### src/rtl/time_set_controller.sv
// ---------------------------------------------------------------------------
// time_set_controller
//
// Input-side controller for the MM:SS clock. Debounces the four active-low
// push buttons, turns presses into digit edits on a local BCD buffer and
// drives the preset-load port of the digit-counter chain. While editing the
// counters are held frozen at the buffer contents; on exit the load strobe
// drops and the counters run on from the edited value.
//
// Ports:
//   CLK           system clock
//   RESET_N       asynchronous, active-low reset
//   KEY[3:0]      raw buttons, active-low: [0] enter/exit edit, [1] next
//                 digit, [2] increment digit (auto-repeats), [3] clear buffer
//   CUR_DIGITS    live BCD time {min_hi, min_lo, sec_hi, sec_lo}
//   WRITE_ENABLE  load strobe to the digit counters (high throughout edit)
//   WRITE_VALUE   BCD preset, same packing as CUR_DIGITS
//   EDIT_MODE     high while editing
//   BLINK         one-hot selected digit while editing ([3] = min_hi), else 0
// ---------------------------------------------------------------------------
module time_set_controller #(
  parameter int DEBOUNCE_CYCLES = 500000,
  parameter int REPEAT_DELAY    = 25000000,
  parameter int REPEAT_RATE     = 5000000,
  parameter int CNT_BITS        = 25
) (
  input  logic        CLK,
  input  logic        RESET_N,
  input  logic [3:0]  KEY,
  input  logic [15:0] CUR_DIGITS,
  output logic        WRITE_ENABLE,
  output logic [15:0] WRITE_VALUE,
  output logic        EDIT_MODE,
  output logic [3:0]  BLINK
);

  typedef enum logic {
    ST_IDLE = 1'b0,
    ST_EDIT = 1'b1
  } state_t;

  localparam logic [CNT_BITS-1:0] DB_LAST    = CNT_BITS'(DEBOUNCE_CYCLES - 1);
  localparam logic [CNT_BITS-1:0] REP_DELAY  = CNT_BITS'(REPEAT_DELAY);
  // After a tick the counter restarts so the next tick lands REPEAT_RATE
  // cycles later on the same REP_DELAY compare value.
  localparam logic [CNT_BITS-1:0] REP_RELOAD = CNT_BITS'(REPEAT_DELAY - REPEAT_RATE + 1);

  logic [3:0]          sync1_q, sync2_q;
  logic [3:0]          stable_q, stable_d;
  logic [3:0]          stable_dly_q;
  logic [3:0]          press_q, press_d;
  logic [CNT_BITS-1:0] db_cnt_q [4];
  logic [CNT_BITS-1:0] db_cnt_d [4];

  state_t              state_q, state_d;
  logic [1:0]          sel_q, sel_d;
  logic [15:0]         edit_buf_q, edit_buf_d;
  logic [CNT_BITS-1:0] rep_cnt_q, rep_cnt_d;
  logic                we_q, we_d;
  logic                edit_q, edit_d;
  logic [3:0]          blink_q, blink_d;

  logic                ev0, ev1, ev2, ev3;
  logic                rep_tick;
  logic [3:0]          cur_digit;
  logic [3:0]          digit_limit;

  // Digit increment with wrap: anything at or above the limit (including
  // out-of-range captured values) returns to zero.
  function automatic logic [3:0] inc_digit(input logic [3:0] d, input logic [3:0] lim);
    return (d >= lim) ? 4'd0 : d + 4'd1;
  endfunction

  // Debounce: the counter runs only while the synced level disagrees with
  // the accepted level, and a disagreement lasting DEBOUNCE_CYCLES wins.
  always_comb begin
    for (int i = 0; i < 4; i++) begin
      stable_d[i] = stable_q[i];
      db_cnt_d[i] = '0;
      if (sync2_q[i] != stable_q[i]) begin
        if (db_cnt_q[i] == DB_LAST) begin
          stable_d[i] = sync2_q[i];
        end else begin
          db_cnt_d[i] = db_cnt_q[i] + 1'b1;
        end
      end
    end
  end

  // Press pulse is the registered 1->0 transition of the accepted level.
  assign press_d = stable_dly_q & ~stable_q;

  // Fixed event priority KEY[0] > KEY[3] > KEY[1] > KEY[2].
  assign ev0 = press_q[0];
  assign ev3 = press_q[3] & ~press_q[0];
  assign ev1 = press_q[1] & ~press_q[0] & ~press_q[3];
  assign ev2 = press_q[2] & ~press_q[0] & ~press_q[3] & ~press_q[1];

  assign cur_digit   = edit_buf_q[{sel_q, 2'b00} +: 4];
  assign digit_limit = sel_q[0] ? 4'd5 : 4'd9;

  // Auto-repeat counter: armed to 1 by a winning KEY[2] press, advanced
  // while the key stays accepted-low in edit, and dropped to 0 (inactive)
  // by release, exit or any higher-priority event.
  always_comb begin
    rep_cnt_d = '0;
    rep_tick  = 1'b0;
    if (state_q == ST_EDIT && !press_q[0]) begin
      if (ev2) begin
        rep_cnt_d = CNT_BITS'(1);
      end else if (press_q[3] || press_q[1]) begin
        rep_cnt_d = '0;
      end else if (rep_cnt_q != '0 && !stable_q[2]) begin
        if (rep_cnt_q == REP_DELAY) begin
          rep_tick  = 1'b1;
          rep_cnt_d = REP_RELOAD;
        end else begin
          rep_cnt_d = rep_cnt_q + 1'b1;
        end
      end
    end
  end

  // Mode FSM and buffer editing; outputs are precomputed from next state so
  // they come straight from flops.
  always_comb begin
    state_d    = state_q;
    sel_d      = sel_q;
    edit_buf_d = edit_buf_q;
    case (state_q)
      ST_IDLE: begin
        if (ev0) begin
          state_d    = ST_EDIT;
          edit_buf_d = CUR_DIGITS;
          sel_d      = 2'd3;
        end
      end
      ST_EDIT: begin
        if (ev0) begin
          state_d = ST_IDLE;
        end else if (ev3) begin
          edit_buf_d = 16'h0000;
        end else if (ev1) begin
          sel_d = sel_q - 2'd1;
        end else if (ev2 || rep_tick) begin
          edit_buf_d[{sel_q, 2'b00} +: 4] = inc_digit(cur_digit, digit_limit);
        end
      end
      default: state_d = ST_IDLE;
    endcase
    we_d    = (state_d == ST_EDIT);
    edit_d  = (state_d == ST_EDIT);
    blink_d = (state_d == ST_EDIT) ? (4'b0001 << sel_d) : 4'b0000;
  end

  // All state registers; keys reset to the released level.
  always_ff @(posedge CLK or negedge RESET_N) begin
    if (!RESET_N) begin
      sync1_q      <= 4'hF;
      sync2_q      <= 4'hF;
      stable_q     <= 4'hF;
      stable_dly_q <= 4'hF;
      press_q      <= 4'h0;
      for (int i = 0; i < 4; i++) db_cnt_q[i] <= '0;
      state_q      <= ST_IDLE;
      sel_q        <= 2'd3;
      edit_buf_q   <= 16'h0000;
      rep_cnt_q    <= '0;
      we_q         <= 1'b0;
      edit_q       <= 1'b0;
      blink_q      <= 4'h0;
    end else begin
      sync1_q      <= KEY;
      sync2_q      <= sync1_q;
      stable_q     <= stable_d;
      stable_dly_q <= stable_q;
      press_q      <= press_d;
      for (int i = 0; i < 4; i++) db_cnt_q[i] <= db_cnt_d[i];
      state_q      <= state_d;
      sel_q        <= sel_d;
      edit_buf_q   <= edit_buf_d;
      rep_cnt_q    <= rep_cnt_d;
      we_q         <= we_d;
      edit_q       <= edit_d;
      blink_q      <= blink_d;
    end
  end

  assign WRITE_ENABLE = we_q;
  assign WRITE_VALUE  = edit_buf_q;
  assign EDIT_MODE    = edit_q;
  assign BLINK        = blink_q;

endmodule

### config.mk
export PLATFORM = sky130hd
export DESIGN_NAME = time_set_controller
export DESIGN_NICKNAME = d
export VERILOG_FILES = /design/src/rtl/time_set_controller.sv
export SDC_FILE = /design/constraint.sdc
export NUM_CORES = 1
export LEC_CHECK = 0
export ABC_CLOCK_PERIOD_IN_PS = 4000
export CORE_AREA = 2 2 208 108
export DETAILED_ROUTE_END_ITERATION = 10
export DIE_AREA = 0 0 210 110
export MAX_ROUTING_LAYER = met4
export SETUP_SLACK_MARGIN = 0.2
export SLEW_MARGIN = 25
export SYNTH_ARGS = -nofsm -noshare
export SYNTH_HDL_FRONTEND = slang
export SYNTH_SLANG_ARGS = --single-unit
### constraint.sdc
create_clock -name CLK -period 4 [get_ports CLK]
set_input_delay 1 -clock CLK [delete_from_list [all_inputs] [get_ports CLK]]
set_output_delay 1 -clock CLK [all_outputs]
set_load 0.005 [all_outputs]
==> results of run 1 <==
Yosys cell counts (3+ instances only):
master     count  area, sq um
dfrtp_1      150         3750
nor2_1       149          559
xnor2_1       78          683
nand2_1       48          180
inv_1         45          169
nor4_1        41          257
nand3_1       40          200
xor2_1        40          350
nand4_1       22          138
nor3_1        21          105
mux2_2        20          225
dfstp_2       18          473
ha_1          18          225
and4_1        15          131
clkbuf_1      13         48.8
and3_1        11         68.8
or3_1          9         56.3
nand2b_1       8         50.1
o2bb2ai_1      8         70.1
o32ai_1        8         70.1
nor2b_1        7         43.8
nor4b_1        7         61.3
a21oi_1        6         30.0
buf_2          5         25.0
and2_1         4         25.0
mux4_2         4         90.1
nor3b_1        4         30.0
o21ai_0        4         20.0
o211ai_1       3         22.5
o22ai_1        3         18.8
or4_1          3         22.5
layer usage:
layer | track usage | up-vias | routed length [microns]
li1 | - | 2961 | -
met2 | 0.215 | 128 | 6530
met3 | 0.0419 | 16 | 995
met4 | 0.0517 | 0 | 204
met5 | - | - | 0
met1 | 0.277 | 2843 | 10400
area by class of cell:
cell class | instances | area [sq um]
timing repair buffer | 47 | 474
sequential | 168 | 4230
clock inverter | 10 | 171
fill | 1983 | 11500
clock buffer | 20 | 447
tap | 280 | 350
inverter | 46 | 173
multi-input combinational | 598 | 3890
sequential cells by signal (all words and copies together) (netlist names):
register	count
stable_q	4
sync2_q	4
sel_q	2
rep_cnt_q	25
press_q	4
db_cnt_q	100
EDIT_MODE	1
WRITE_VALUE	16
sync1_q	4
stable_dly_q	4
BLINK	4
stage by stage:
stage	power, uW	cell area, sq um	instances	worst slack, ns	hold WS, ns
after floorplan	1800	8390	833	1.27	0.345
after global placement	1870	9120	1139	1.26	0.348
after detailed placement	1870	9120	1139	1.16	0.347
after CTS	3640	9740	1169	1.12	0.356
after global routing	3730	9740	1169	0.942	0.364
final	3580	9740	1169	1.14	0.355
path summary, 6_finish.rpt:
check	from	to	slack (ns)	depth (start not counted)
max in group asynchronous	RESET_N	sel_q[0]	2.46	2
min in group asynchronous	RESET_N	db_cnt_q[45]	0.57	1
max reg2reg	EDIT_MODE	WRITE_VALUE[7]	1.15	6
max	EDIT_MODE	WRITE_ENABLE	1.14	1
min reg2reg	sync1_q[0]	sync2_q[0]	0.35	0
min	sync1_q[0]	sync2_q[0]	0.35	0
report_power, final:
group          switching, uW  total [uW]  internal, uW
Combinational           68.3         105          36.4
Clock                    689        1750          1060
Sequential              12.3        1730          1720
cells by family after synthesis:
family                     Yosys count  share of synthesized area
DFF                                168                      0.504
and+or+nand+nor                    398                      0.242
buffers and inverters               67                     0.0318
xor gates and xnor gates           118                      0.123
adders and majority gates           18                     0.0269
muxes                               25                     0.0388
AOI/OAI and AO/OA                   39                     0.0339
==> impl_metrics.tcl, run 1 <==
set metrics [dict create \
    outcome "completed" \
    initial_core_util 0.395 \
    drive_gt1_frac 0.0889 \
    syn_inst 833 \
    h-tree-depth 4 \
    final_common_cell "dfrtp_1" \
    postCtsResizedCells 0 \
    setup_viol_count_final 0 \
    yosysSeqAreaShare 0.504 \
    critPathCaptureType "primary output" \
    routed_wl_mm 18.1 \
    grt_usage 0.176 \
    fin_crit_ns 2.86 \
    min_path_type "reg -> reg" \
    clock_skew_ns 0.0146 \
    grt_pass1_wl_mm 30.7 \
    grt_overflow_total 0 \
    postSynthAreaPerCell_sq_um 10.1 \
    synth_cell_types 48 \
    wire_per_inst_microns 15.5 \
    dr.pass1.iters 5 \
    area_delta_synth_final_pct 16.1 \
    fin_tns_setup_ns 0 \
    nets 918 \
    slew_violations 0 \
    coreArea_sq_mm 0.0213 \
    slew_headroom 0.349 \
    final_cell_mix "150 x dfrtp_1, 149 x nor2_1, 78 x xnor2_1, 48 x nand2_1, 45 x inv_1" \
    cts_buffers 17 \
    insertion_delay_ns 0.44 \
    hold_viol 0 \
    ys_ff_latch 168 \
    cp_num_buf_inv 1 \
    place.gp.congestion 0.890 \
    crit_family "flip-flops" \
    num_vias 5948 \
    worstMarginPinSlew_ns 0.977 \
    grt_max_degree 79 \
    clockBufferDepth 2 \
    setup.worst_path.start_class "register" \
    cts-root-buf "clkbuf_16" \
    crit_fanout 19 \
    syn_nets 873 \
    utilization 0.458 \
    die_w_microns 210 \
    ctsHoldBuffers 0 \
    tritoncts "yes" \
    synth_flop_cell "dfrtp_1" \
    grt_pass1_vias 5636 \
    path_cells "clkdlybuf4s50_1" \
    cap_viol_max_count 0 \
    rsz0062_at_grt "false" \
    path_clk_slew_ns 0.07 \
    antenna_found_initial 0 \
    ys_warn_count 0 \
    synthArstFlopShare 1.00 \
    clkSinkCount 168 \
    critPathSlowestCell "dfrtp_1" \
    finalCritPeriodShare 0.716 \
    fp.dieH_microns 110 \
    post_cts_buffers 0 \
    drt-initial-drc-count 463 \
    max_stage_delay_ns 0.76 \
    ios 44 \
    dp_hpwl_mm 12.6 \
    die_area_sq_mm 0.0231 \
    ir_drop_mv 0.273 \
    n_antenna_cell 0 \
    synth_area_sq_mm 0.00839 \
    max_clock_freq_mhz 349 \
    pwr_density_cell_mw_per_mm2 368 \
    ant_nets 0 \
    p_leak_uw 0.00378 \
    path_class "reg -> out" \
    io_buffers 43 \
    rows 38 \
    synth_edf_count 0 \
    avgViaCountPerCell 5.09 \
    required_ns 3.00 \
    drc 0 \
    critPathArrivalTime_ns 1.86 \
]
Power figures use the tool's default switching activity.
==> run 2: changes to the inputs <==
- ABC_CLOCK_PERIOD_IN_PS: 4000 -> 2500
- clock period: 4 -> 2.5 ns (I/O delays scaled with it)
==> run 2 against run 1 <==
  * Global-route usage grew 0.21 points
  * Count of clock-buffer cells in the layout is 2 lower
  * Critical path depth increased by 8
  * Combinational power up 75%
  * Clock power up 43%
  * Sequential share of layout area decreased by 1.9 points
  * Critical endpoint is now WRITE_VALUE[12]
  * Highest routed layer unchanged
==> impl_metrics.tcl, run 2 (synthesized netlist as in run 1, its figures left out) <==
set metrics [dict create \
    outcome "completed" \
    fin_crit_ns 2.44 \
    grt_pass1_vias 5778 \
    max_clock_freq_mhz 410 \
    fin_area_sq_mm 0.0102 \
    path_cells "mux4_2, inv_2, ha_4, nand2b_4, a21oi_4, o211ai_1, buf_4, o2bb2ai_2, mux2_4" \
    dr.pass1.iters 6 \
    wire_per_inst_microns 15.8 \
    pwr_density_cell_mw_per_mm2 534 \
    final_cell_mix "149 x dfrtp_1, 149 x nor2_1, 78 x xnor2_1, 48 x nand2_1" \
    path_class "reg -> reg" \
    critPathSlowestCell "dfstp_2" \
    critPathCaptureType "register" \
    nets 950 \
    hold_viol 0 \
    ant_nets 0 \
    coreArea_sq_mm 0.0213 \
    drc 0 \
    register_area_sq_mm 0.00423 \
    routed_wl_mm 19.1 \
    setup.worst_path.start_class "register" \
    slew_violations 0 \
    initial_core_util 0.395 \
    nFillCells 1935 \
    tritoncts "yes" \
    die_w_microns 210 \
    clock_skew_ns 0.0112 \
    critPathArrivalTime_ns 2.75 \
    insertion_delay_ns 0.43 \
    required_ns 2.82 \
    area_delta_synth_final_pct 21.5 \
    antenna_found_initial 1 \
    min_path_type "in -> async" \
    slew_headroom 0.675 \
    max_stage_delay_ns 0.62 \
    rrSetupSlack_ns 0.06 \
    fin_tns_setup_ns 0 \
    multiInputGateArea_sq_mm 0.00415 \
    place.gp.congestion 0.864 \
    grt_usage 0.178 \
    grt_max_degree 47 \
    drive_gt1_frac 0.163 \
    path_clk_slew_ns 0.07 \
    placed_cells 1160 \
    finalPower_uw 5450 \
    drt-initial-drc-count 448 \
    ir_drop_mv 0.470 \
    regMostFlops "db_cnt_q" \
    avgViaCountPerCell 5.13 \
    rows 38 \
    cap_viol_max_count 0 \
    fin_cells 1204 \
    crit_fanout 6 \
    setup_viol_count_final 0 \
    worstMarginPinSlew_ns 0.483 \
    io_buffers 43 \
    clockBufferDepth 2 \
    placed_area_sq_mm 0.00930 \
    p_leak_uw 0.00398 \
    die_area_sq_mm 0.0231 \
    clkSinkCount 168 \
    whs_ns 0.121 \
    num_vias 6176 \
    h-tree-depth 4 \
    dp_hpwl_mm 12.9 \
    largest_reg_flops 100 \
    finalCritPeriodShare 0.975 \
    cts_buffers 17 \
    cts-root-buf "clkbuf_16" \
    ios 44 \
    fp.dieH_microns 110 \
    grt_pass1_wl_mm 31.3 \
    grt_overflow_total 0 \
    rsz0062_at_grt "true" \
]
-- run 2: path summary, 6_finish.rpt --
path                                  from         endpoint  cells after the start
min in group CLK                sync1_q[2]       sync2_q[2]                      0
max in group asynchronous          RESET_N       sync2_q[1]                      2
worst max-delay path              sel_q[0]  WRITE_VALUE[12]                      9
worst min register to register  sync1_q[2]       sync2_q[2]                      0
worst min-delay path               RESET_N     db_cnt_q[35]                      1
worst max register to register    sel_q[0]  WRITE_VALUE[12]                      9
-- run 2: layout make-up --
class                      instances  area share
antenna                            1    0.000246
clock buffer                      18      0.0431
timing repair buffer              79      0.0721
multi-input combinational        598       0.407
sequential                       168       0.415
inverter                          46      0.0173
tap                              280      0.0344
clock inverter                    14      0.0112
-- run 2: critical path: cells and delay by family (launching register included) --
family,cells,cell delay (ns)
AOI/OAI and AO/OA,3,0.32
adders and majority gates,1,0.12
buffers and inverters,2,0.30
DFF,1,0.62
muxes,2,0.83
and+or+nand+nor,1,0.12
-- run 2: per-stage QoR --
| step | util | worst slack (ns) |
|---|---|---|
| final | 0.480 | 0.0631 |
| after global routing | 0.480 | -0.0271 |
| after CTS | 0.474 | 0.0891 |
| after global placement | 0.437 | 0.0317 |
| after detailed placement | 0.437 | 0.0107 |
| after floorplan | - | 0.178 |
-- run 2: layer usage --
metal / global-route usage / vias to the layer above / share of wire
li1: - / 3019 / -
met1: 0.279 / 2992 / 0.56
met2: 0.222 / 146 / 0.38
met3: 0.0462 / 19 / 0.053
met4: 0.0400 / 0 / 0.0097
met5: - / - / 0
-- run 2: repair_timing --
action                                  4_1_cts  5_1_grt
gates resized for setup                      30       17
hold buffers                                  0        0
hold endpoints to repair                      0        0
pin swaps                                    10        3
setup buffers                                 8        3
endpoints found under the setup margin       16       48
-- run 2: power by group --
part / leakage (uW) / internal, uW / total [uW] / switching (uW)
logic: 0.00153 / 73.5 / 184 / 111
registers: 0.00219 / 2750 / 2770 / 20.6
clock network: 0.000266 / 1320 / 2500 / 1180
